--- src/rtl/exec_unit.sv ---
// Multi-cycle execute stage: single-cycle ALU ops and a 16-step shift-add
// multiply, writing back to the register file with a one-cycle load strobe.
module exec_unit #(
   parameter int WIDTH = 16,
   parameter int AW    = 4
) (
   input  logic             clk,
   input  logic             clear,
   input  logic             start,
   input  logic [3:0]       opcode,
   input  logic [AW-1:0]    dst,
   input  logic [WIDTH-1:0] A,
   input  logic [WIDTH-1:0] B,
   output logic             busy,
   output logic             done,
   output logic [WIDTH-1:0] C,
   output logic [AW-1:0]    Caddr,
   output logic             load,
   output logic [3:0]       flags
);

   // state | meaning
   // IDLE  | waiting for start; operands latched on accept
   // EXEC  | single-cycle ALU op, result/flags registered on exit
   // MUL   | shift-add multiply, one multiplier bit per cycle, LSB first
   // WB    | load/done strobe for exactly one cycle
   typedef enum logic [1:0] {IDLE, EXEC, MUL, WB} state_t;

   localparam logic [3:0] OP_PASS = 4'd0;
   localparam logic [3:0] OP_ADD  = 4'd1;
   localparam logic [3:0] OP_SUB  = 4'd2;
   localparam logic [3:0] OP_AND  = 4'd3;
   localparam logic [3:0] OP_OR   = 4'd4;
   localparam logic [3:0] OP_XOR  = 4'd5;
   localparam logic [3:0] OP_NOT  = 4'd6;
   localparam logic [3:0] OP_SHL  = 4'd7;
   localparam logic [3:0] OP_SHR  = 4'd8;
   localparam logic [3:0] OP_MUL  = 4'd9;

   state_t state, state_nxt;

   logic [WIDTH-1:0]   a_r, b_r;
   logic [3:0]         op_r;
   logic [AW-1:0]      dst_r;
   logic [2*WIDTH-1:0] prod_r, mcand_r, mul_sum;
   logic [WIDTH-1:0]   mplier_r;
   logic [3:0]         cnt_r;

   logic [WIDTH-1:0]   alu_res;
   logic               alu_c, alu_v;
   logic [WIDTH:0]     ext;
   logic [3:0]         sh;
   logic               is_nop;

   always_ff @(posedge clk or posedge clear) begin
      if (clear) state <= IDLE;
      else       state <= state_nxt;
   end

   always_comb begin
      state_nxt = state;
      case (state)
         IDLE:    if (start) state_nxt = (opcode == OP_MUL) ? MUL : EXEC;
         EXEC:    state_nxt = WB;
         MUL:     if (cnt_r == 4'd15) state_nxt = WB;
         WB:      state_nxt = IDLE;
         default: state_nxt = IDLE;
      endcase
   end

   assign busy   = (state != IDLE);
   assign done   = (state == WB);
   assign is_nop = (op_r > OP_MUL);
   assign load   = (state == WB) && !is_nop;
   assign sh     = b_r[3:0];

   always_comb begin
      alu_res = '0;
      alu_c   = 1'b0;
      alu_v   = 1'b0;
      ext     = '0;
      case (op_r)
         OP_PASS: alu_res = a_r;
         OP_ADD: begin
            ext     = {1'b0, a_r} + {1'b0, b_r};
            alu_res = ext[WIDTH-1:0];
            alu_c   = ext[WIDTH];
            alu_v   = ~(a_r[WIDTH-1] ^ b_r[WIDTH-1]) & (alu_res[WIDTH-1] ^ a_r[WIDTH-1]);
         end
         OP_SUB: begin
            // bit WIDTH of the extended difference is the unsigned borrow
            ext     = {1'b0, a_r} - {1'b0, b_r};
            alu_res = ext[WIDTH-1:0];
            alu_c   = ext[WIDTH];
            alu_v   = (a_r[WIDTH-1] ^ b_r[WIDTH-1]) & (alu_res[WIDTH-1] ^ a_r[WIDTH-1]);
         end
         OP_AND: alu_res = a_r & b_r;
         OP_OR:  alu_res = a_r | b_r;
         OP_XOR: alu_res = a_r ^ b_r;
         OP_NOT: alu_res = ~a_r;
         OP_SHL: begin
            ext     = {1'b0, a_r} << sh;
            alu_res = ext[WIDTH-1:0];
            alu_c   = ext[WIDTH];
         end
         OP_SHR: begin
            // a guard bit below the LSB catches the last bit shifted out
            ext     = {a_r, 1'b0} >> sh;
            alu_res = ext[WIDTH:1];
            alu_c   = ext[0];
         end
         default: ;
      endcase
   end

   assign mul_sum = prod_r + (mplier_r[0] ? mcand_r : '0);

   always_ff @(posedge clk or posedge clear) begin
      if (clear) begin
         a_r      <= '0;
         b_r      <= '0;
         op_r     <= '0;
         dst_r    <= '0;
         prod_r   <= '0;
         mcand_r  <= '0;
         mplier_r <= '0;
         cnt_r    <= '0;
         C        <= '0;
         Caddr    <= '0;
         flags    <= '0;
      end else begin
         case (state)
            IDLE: if (start) begin
               a_r      <= A;
               b_r      <= B;
               op_r     <= opcode;
               dst_r    <= dst;
               prod_r   <= '0;
               mcand_r  <= {{WIDTH{1'b0}}, A};
               mplier_r <= B;
               cnt_r    <= '0;
            end
            EXEC: if (!is_nop) begin
               C     <= alu_res;
               Caddr <= dst_r;
               flags <= {alu_res[WIDTH-1], (alu_res == '0), alu_c, alu_v};
            end
            MUL: begin
               prod_r   <= mul_sum;
               mcand_r  <= mcand_r << 1;
               mplier_r <= mplier_r >> 1;
               cnt_r    <= cnt_r + 4'd1;
               if (cnt_r == 4'd15) begin
                  C     <= mul_sum[WIDTH-1:0];
                  Caddr <= dst_r;
                  flags <= {mul_sum[WIDTH-1], (mul_sum[WIDTH-1:0] == '0),
                            (|mul_sum[2*WIDTH-1:WIDTH]), 1'b0};
               end
            end
            default: ;
         endcase
      end
   end

endmodule

--- config.mk ---
export PLATFORM = sky130hd
export DESIGN_NAME = exec_unit
export DESIGN_NICKNAME = d
export VERILOG_FILES = /design/src/rtl/exec_unit.sv
export SDC_FILE = /design/constraint.sdc
export NUM_CORES = 1
export LEC_CHECK = 0
export CORE_ASPECT_RATIO = 0.5
export CORE_MARGIN = 4
export CORE_UTILIZATION = 45
export CTS_CLUSTER_DIAMETER = 60
export DETAILED_ROUTE_END_ITERATION = 10
export PLACE_DENSITY = 0.65
export SYNTH_ARGS = -nofsm -noshare
export SYNTH_HDL_FRONTEND = slang
export SYNTH_SLANG_ARGS = --single-unit
--- constraint.sdc ---
create_clock -name clk -period 4.94 [get_ports clk]
set_input_delay 0.988 -clock clk [delete_from_list [all_inputs] [get_ports clk]]
set_output_delay 0.988 -clock clk [all_outputs]
set_load 0.03 [all_outputs]
==> results.cfg, run 1 <==
[synthesis]
syn_inst = 1435
async_reset_ff_share_pct = 100.0
ys_warn_count = 0
netlist.area_leader.share_pct = 29.95
synth-edff-count = 0
ys_ff_latch = 149
synth.area.top_cells = dfrtp_1 (30%), ha_1 (8.5%), mux2_2 (5.2%)
ys_seq_area_share_pct = 29.95
ys_types = 89
synth_fp_nets = 1566
yosysTopAreaCell = dfrtp_1
avgSynthCellArea_um2 = 8.676
synth_ff_type = dfrtp_1
syn_area_um2 = 12450

[floorplan]
die-width_um = 243.2
die_area_um2 = 30550
ios = 70
core-area_um2 = 26850
start_util_pct = 46.36
rows = 42
die-height_um = 125.6

[setup_path]
crit_path_start_kind = flop
crit_arrival_ps = 4390
worstPathMaxFanout = 19
cp_slowest_cell = dfrtp_1
cp-end-kind = flop
crit_required_ps = 5270
cpPeakStageDelay_ps = 620
crit_chain = buf_4, and2_1, ha_1, o21ai_0, o21bai_1, a311oi_1, o31ai_1, a21oi_1, nor2_1, or4_1, nor4_1, a41oi_1, a211o_1
crit_type = flop to flop

[detailed_routing]
wl_per_cell_um = 23.87
num_vias = 11690
antenna_left = 0
drtIter0Drc = 1302
vias_per_cell = 6.367
wl_mm = 43.82
first_pass_iters = 6
drcViolationCount = 0

[clock_network]
clock_sinks = 149
cts_buffers = 17
clockBufferDepth = 2
tritoncts = done
cts_setup_buffers = 0
holdBufCountCts = 0
clk_pin_slew_ps = 70
cts_max_level = 4
cts-root-buf = clkbuf_16
postCtsResizedCells = 0
clk_latency_ps = 440

[finish]
regArea_um2 = 3731
drive_gt1_share_pct = 12.11
nNetsFinal = 1580
final_util_pct = 52.22
n_antenna_cell = 0
area_delta_synth_final_pct = 12.63
fillers = 2504
multi_input_comb_area_um2 = 8050

[sta]
setup_tns_ps = 0
relSlewSlack_pct = 26.77
setup_violations = 0
min_period_over_period_pct = 82.22
maxSlewViolCount = 0
final_hold_viol_count = 0
tightest_slew_ps = 1096
rsz0062_at_grt = no
fmax_ghz = 0.2462
whs_ps = 475.9
layout_min_cycle_time_ps = 4061
fin_skew_ps = 13.81

[global_route]
grt_pass1_vias = 11161
antenna_found_initial = 2
grt_start_max_net_pins = 121
grt_pass1_wl_mm = 67.37
grt_overflow_total = 0
grt_usage_pct = 28.16

[place]
portBuffers = 69
place_congestion = 1.006
hpwl_mm = 32.67

[hold_path]
min_path_type = flop to flop

[status]
status = finished clean

[run]
cap_violations = 0
## through the flow
step | setup slack [ps] | instances | cell area [µm²]
2_1_floorplan | 1432 | 1435 | 12450
3_3_place_gp | 1011 | 1804 | 13460
3_5_place_dp | 858.9 | 1804 | 13460
4_1_cts | 868.7 | 1836 | 14020
5_1_grt | 585.8 | 1836 | 14020
6_report | 878.5 | 1836 | 14020
## worst paths after layout
kind	startpoint	to	slack [ps]	depth (start not counted)
hold / removal	prod_r[14]	prod_r[14]	480	2
setup / recovery	mplier_r[0]	flags[1]	880	13
hold reg to reg	prod_r[14]	prod_r[14]	480	2
min in group asynchronous	clear	prod_r[22]	980	2
setup reg to reg	mplier_r[0]	flags[1]	880	13
max in group asynchronous	clear	Caddr[3]	2910	3
## synthesized netlist by cell type, types with 9 or more instances
master / instances
dfrtp_1: 149
nor2_1: 134
nand2_1: 123
ha_1: 85
o21ai_0: 84
a21oi_1: 83
clkbuf_1: 73
inv_1: 62
mux2_2: 57
a22o_1: 36
and2_1: 36
o22ai_1: 36
nor3_1: 28
buf_2: 22
mux2i_1: 22
nand3_1: 21
a21o_1: 20
nor2b_1: 19
xor2_1: 19
a211oi_1: 17
mux4_2: 17
a221oi_1: 16
nand4_1: 16
o211ai_1: 16
xnor2_1: 16
o31ai_1: 14
nand2b_1: 13
and3_1: 11
a31oi_1: 9
## worst max-delay path: cells and delay by family, from the launching register on
family,cells,cell delay (ps)
compound gates,7,1680
buf+inv,1,300
flops,1,620
fa+ha+maj,1,300
simple gates,4,1040
## kinds of logic (layout without fill, tap and decap cells)
group	after synthesis	in the layout	synth area share, %
compound gates	451	451	25.69
simple gates	444	444	17.20
buf+inv	172	199	5.678
flops	149	149	29.95
mux	96	96	10.00
fa+ha+maj	88	88	9.025
xor+xnor	35	35	2.462
## flip-flops by register name, summed over array words and instances (netlist names)
| register | flops |
|---|---|
| flags | 3 |
| mplier_r | 16 |
| state | 2 |
| op_r | 4 |
| prod_r | 32 |
| C | 16 |
| Caddr | 4 |
| mcand_r | 32 |
| b_r | 16 |
| cnt_r | 4 |
| a_r | 16 |
| dst_r | 4 |
## metal layers
layer | vias to the layer above | routed length [µm] | global-route usage, %
met5 | - | 27 | 0
met4 | 4 | 1060 | 7.458
met3 | 69 | 3865 | 7.370
met2 | 499 | 18890 | 42.37
met1 | 5784 | 19980 | 40.45
li1 | 5334 | - | -
## placed cells by master, fill, tap and decap left out, types with 9 or more instances in the layout
cell type / synthesis / final
dfrtp_1: 149 / 147
nor2_1: 134 / 132
nand2_1: 123 / 122
ha_1: 85 / 85
o21ai_0: 84 / 84
a21oi_1: 83 / 83
clkdlybuf4s50_1: 0 / 69
inv_1: 62 / 61
mux2_2: 57 / 57
o22ai_1: 36 / 36
and2_1: 36 / 36
a22o_1: 36 / 36
buf_4: 5 / 34
nor3_1: 28 / 28
mux2i_1: 22 / 22
nand3_1: 21 / 21
a21o_1: 20 / 20
nor2b_1: 19 / 19
xor2_1: 19 / 19
a211oi_1: 17 / 17
mux4_2: 17 / 17
clkbuf_16: 0 / 17
o211ai_1: 16 / 16
a221oi_1: 16 / 16
xnor2_1: 16 / 16
nand4_1: 16 / 16
o31ai_1: 14 / 14
nand2b_1: 13 / 13
and3_1: 11 / 11
a31oi_1: 9 / 9
## layout make-up
class | count | share of cell area (%)
clock buffers | 20 | 3.186
multi-input cells | 1114 | 57.41
flip-flops and latches | 149 | 26.61
inverters | 63 | 1.713
repair buffers | 104 | 6.889
clock inverters | 12 | 0.8566
well taps | 374 | 3.337
Power of run 1 is left out: the tool's default activity adds up to more than one toggle a clock period on the data nets, which glitch-free logic cannot reach.
==> run 2, diff against run 1 <==
==> constraint.sdc (replaced) <==
create_clock -name clk -period 3.5 [get_ports clk]
set_input_delay 0.7 -clock clk [delete_from_list [all_inputs] [get_ports clk]]
set_output_delay 0.7 -clock clk [all_outputs]
set_load 0.03 [all_outputs]
==> run 2 against run 1 <==
Net effect: the flow now finishes with violations (setup timing); maximum frequency increased by 15%; via count increased by 8.3%; sequential cell count unchanged; hold slack improved by 10 ps; utilization increased by 7.1 points; critical path depth unchanged.
==> results.cfg, run 2 (synthesis results as in run 1) <==
[setup_path]
crit_arrival_ps = 3910
cp-startpoint = b_r[0]
worstPathMaxFanout = 3
crit_path_start_kind = flop
crit_type = flop to flop
timing.rr.start = b_r[0]
cp-end-kind = flop
crit_required_ps = 3870

[clock_network]
tritoncts = done
clk_latency_ps = 440
clockBufferDepth = 2
cts_max_level = 4
cts_buffers = 17
clock_sinks = 149
holdBufCountCts = 0
cts-root-buf = clkbuf_16
clk_pin_slew_ps = 70

[floorplan]
die-width_um = 243.2
rows = 42
die_area_um2 = 30550
start_util_pct = 46.36
die-height_um = 125.6
ios = 70
core-area_um2 = 26850

[sta]
setup_ws_ps = -39.80
tightest_slew_ps = 788.5
rsz0062_at_grt = yes
relSlewSlack_pct = 47.44
setup_violations = 2
min_period_over_period_pct = 101.1
maxSlewViolCount = 0
whs_ps = 486.1
final_hold_viol_count = 0
fin_skew_ps = 11.54
fmax_ghz = 0.2825
layout_min_cycle_time_ps = 3540

[global_route]
grt_pass1_vias = 12320
grt_overflow_total = 0
grt_start_max_net_pins = 92
grt_pass1_wl_mm = 73.77
antenna_found_initial = 0
grt_usage_pct = 31.19

[finish]
most-common-layout-cells = buf_4 (217), dfrtp_1 (146), nor2_1 (131)
layout_commonest_cell = buf_4
top_regs = mcand_r: 32 flops, prod_r: 32 flops
nNetsFinal = 1774
area_delta_synth_final_pct = 27.92
drive_gt1_share_pct = 24.88
finalNonFillerCells = 2030
n_antenna_cell = 0

[detailed_routing]
drtIter0Drc = 1162
antenna_left = 0
first_pass_iters = 5
vias_per_cell = 6.238
wl_mm = 48.96
num_vias = 12663
drcViolationCount = 0
wl_per_cell_um = 24.12

[place]
dp_slack_ps = -343.6
hpwl_mm = 38.15
place_inst = 1989
portBuffers = 69
place_congestion = 0.9523

[hold_path]
min_from = C[6]
min_path_type = flop to flop

[run]
cap_violations = 0

[status]
status = complete, but fails checks
violations = setup timing
[run 2: worst paths after layout]
kind	endpoint	slack, ps	cells past startpoint
worst max-delay path	flags[2]	-40	13
max in group asynchronous	op_r[0]	2010	3
worst min-delay path	C[6]	490	2
min in group asynchronous	mcand_r[31]	740	3
worst max register to register	flags[2]	-40	13
worst min register to register	C[6]	490	2
[run 2: repair_timing]
item / in CTS / in global routing
setup endpoints to repair: 3 / 10
setup buffers: 2 / 6
resized for setup: 35 / 28
pin swaps: 14 / 5
gates cloned: 0 / 1
[run 2: layout make-up]
| type | count | area, µm² |
|---|---|---|
| clock buffer | 17 | 425.4 |
| clock inverter | 15 | 187.7 |
| sequential | 149 | 3732 |
| tap | 374 | 467.9 |
| fill | 2384 | 10930 |
| inverter | 63 | 240.2 |
| multi-input combinational | 1114 | 8343 |
| timing repair buffer | 298 | 2529 |
[run 2: worst max-delay path, stage by stage (launching register included)]
cell and delay [ps]:
dfrtp_2 390, buf_6 140, ha_4 130, inv_1 50, fa_1 460, a221oi_2 290
a21oi_2 130, or4_4 570, nor4_4 330, nand4_1 190, or4_4 460, nor4_4 130
nand4_1 120, nand3_1 80
[run 2: routing by layer]
layer,vias to the layer above,share of wire [%],global-route usage [%]
met1,6252,43,42.03
li1,5731,-,-
met5,-,0.11,1.393
met3,97,9.5,9.431
met2,581,44,48.81
met4,2,3.0,8.915
[run 2: through the flow]
stage / setup TNS [ps] / utilization [%] / instance area, µm²
floorplan: 0 / - / 12460
global placement: -546.0 / 55.50 / 14900
detailed placement: -621.9 / 55.50 / 14900
CTS: 0 / 58.52 / 15720
global route: -470.6 / 59.30 / 15930
finish: -53.50 / 59.30 / 15930
Power of run 2 is left out for the same reason.
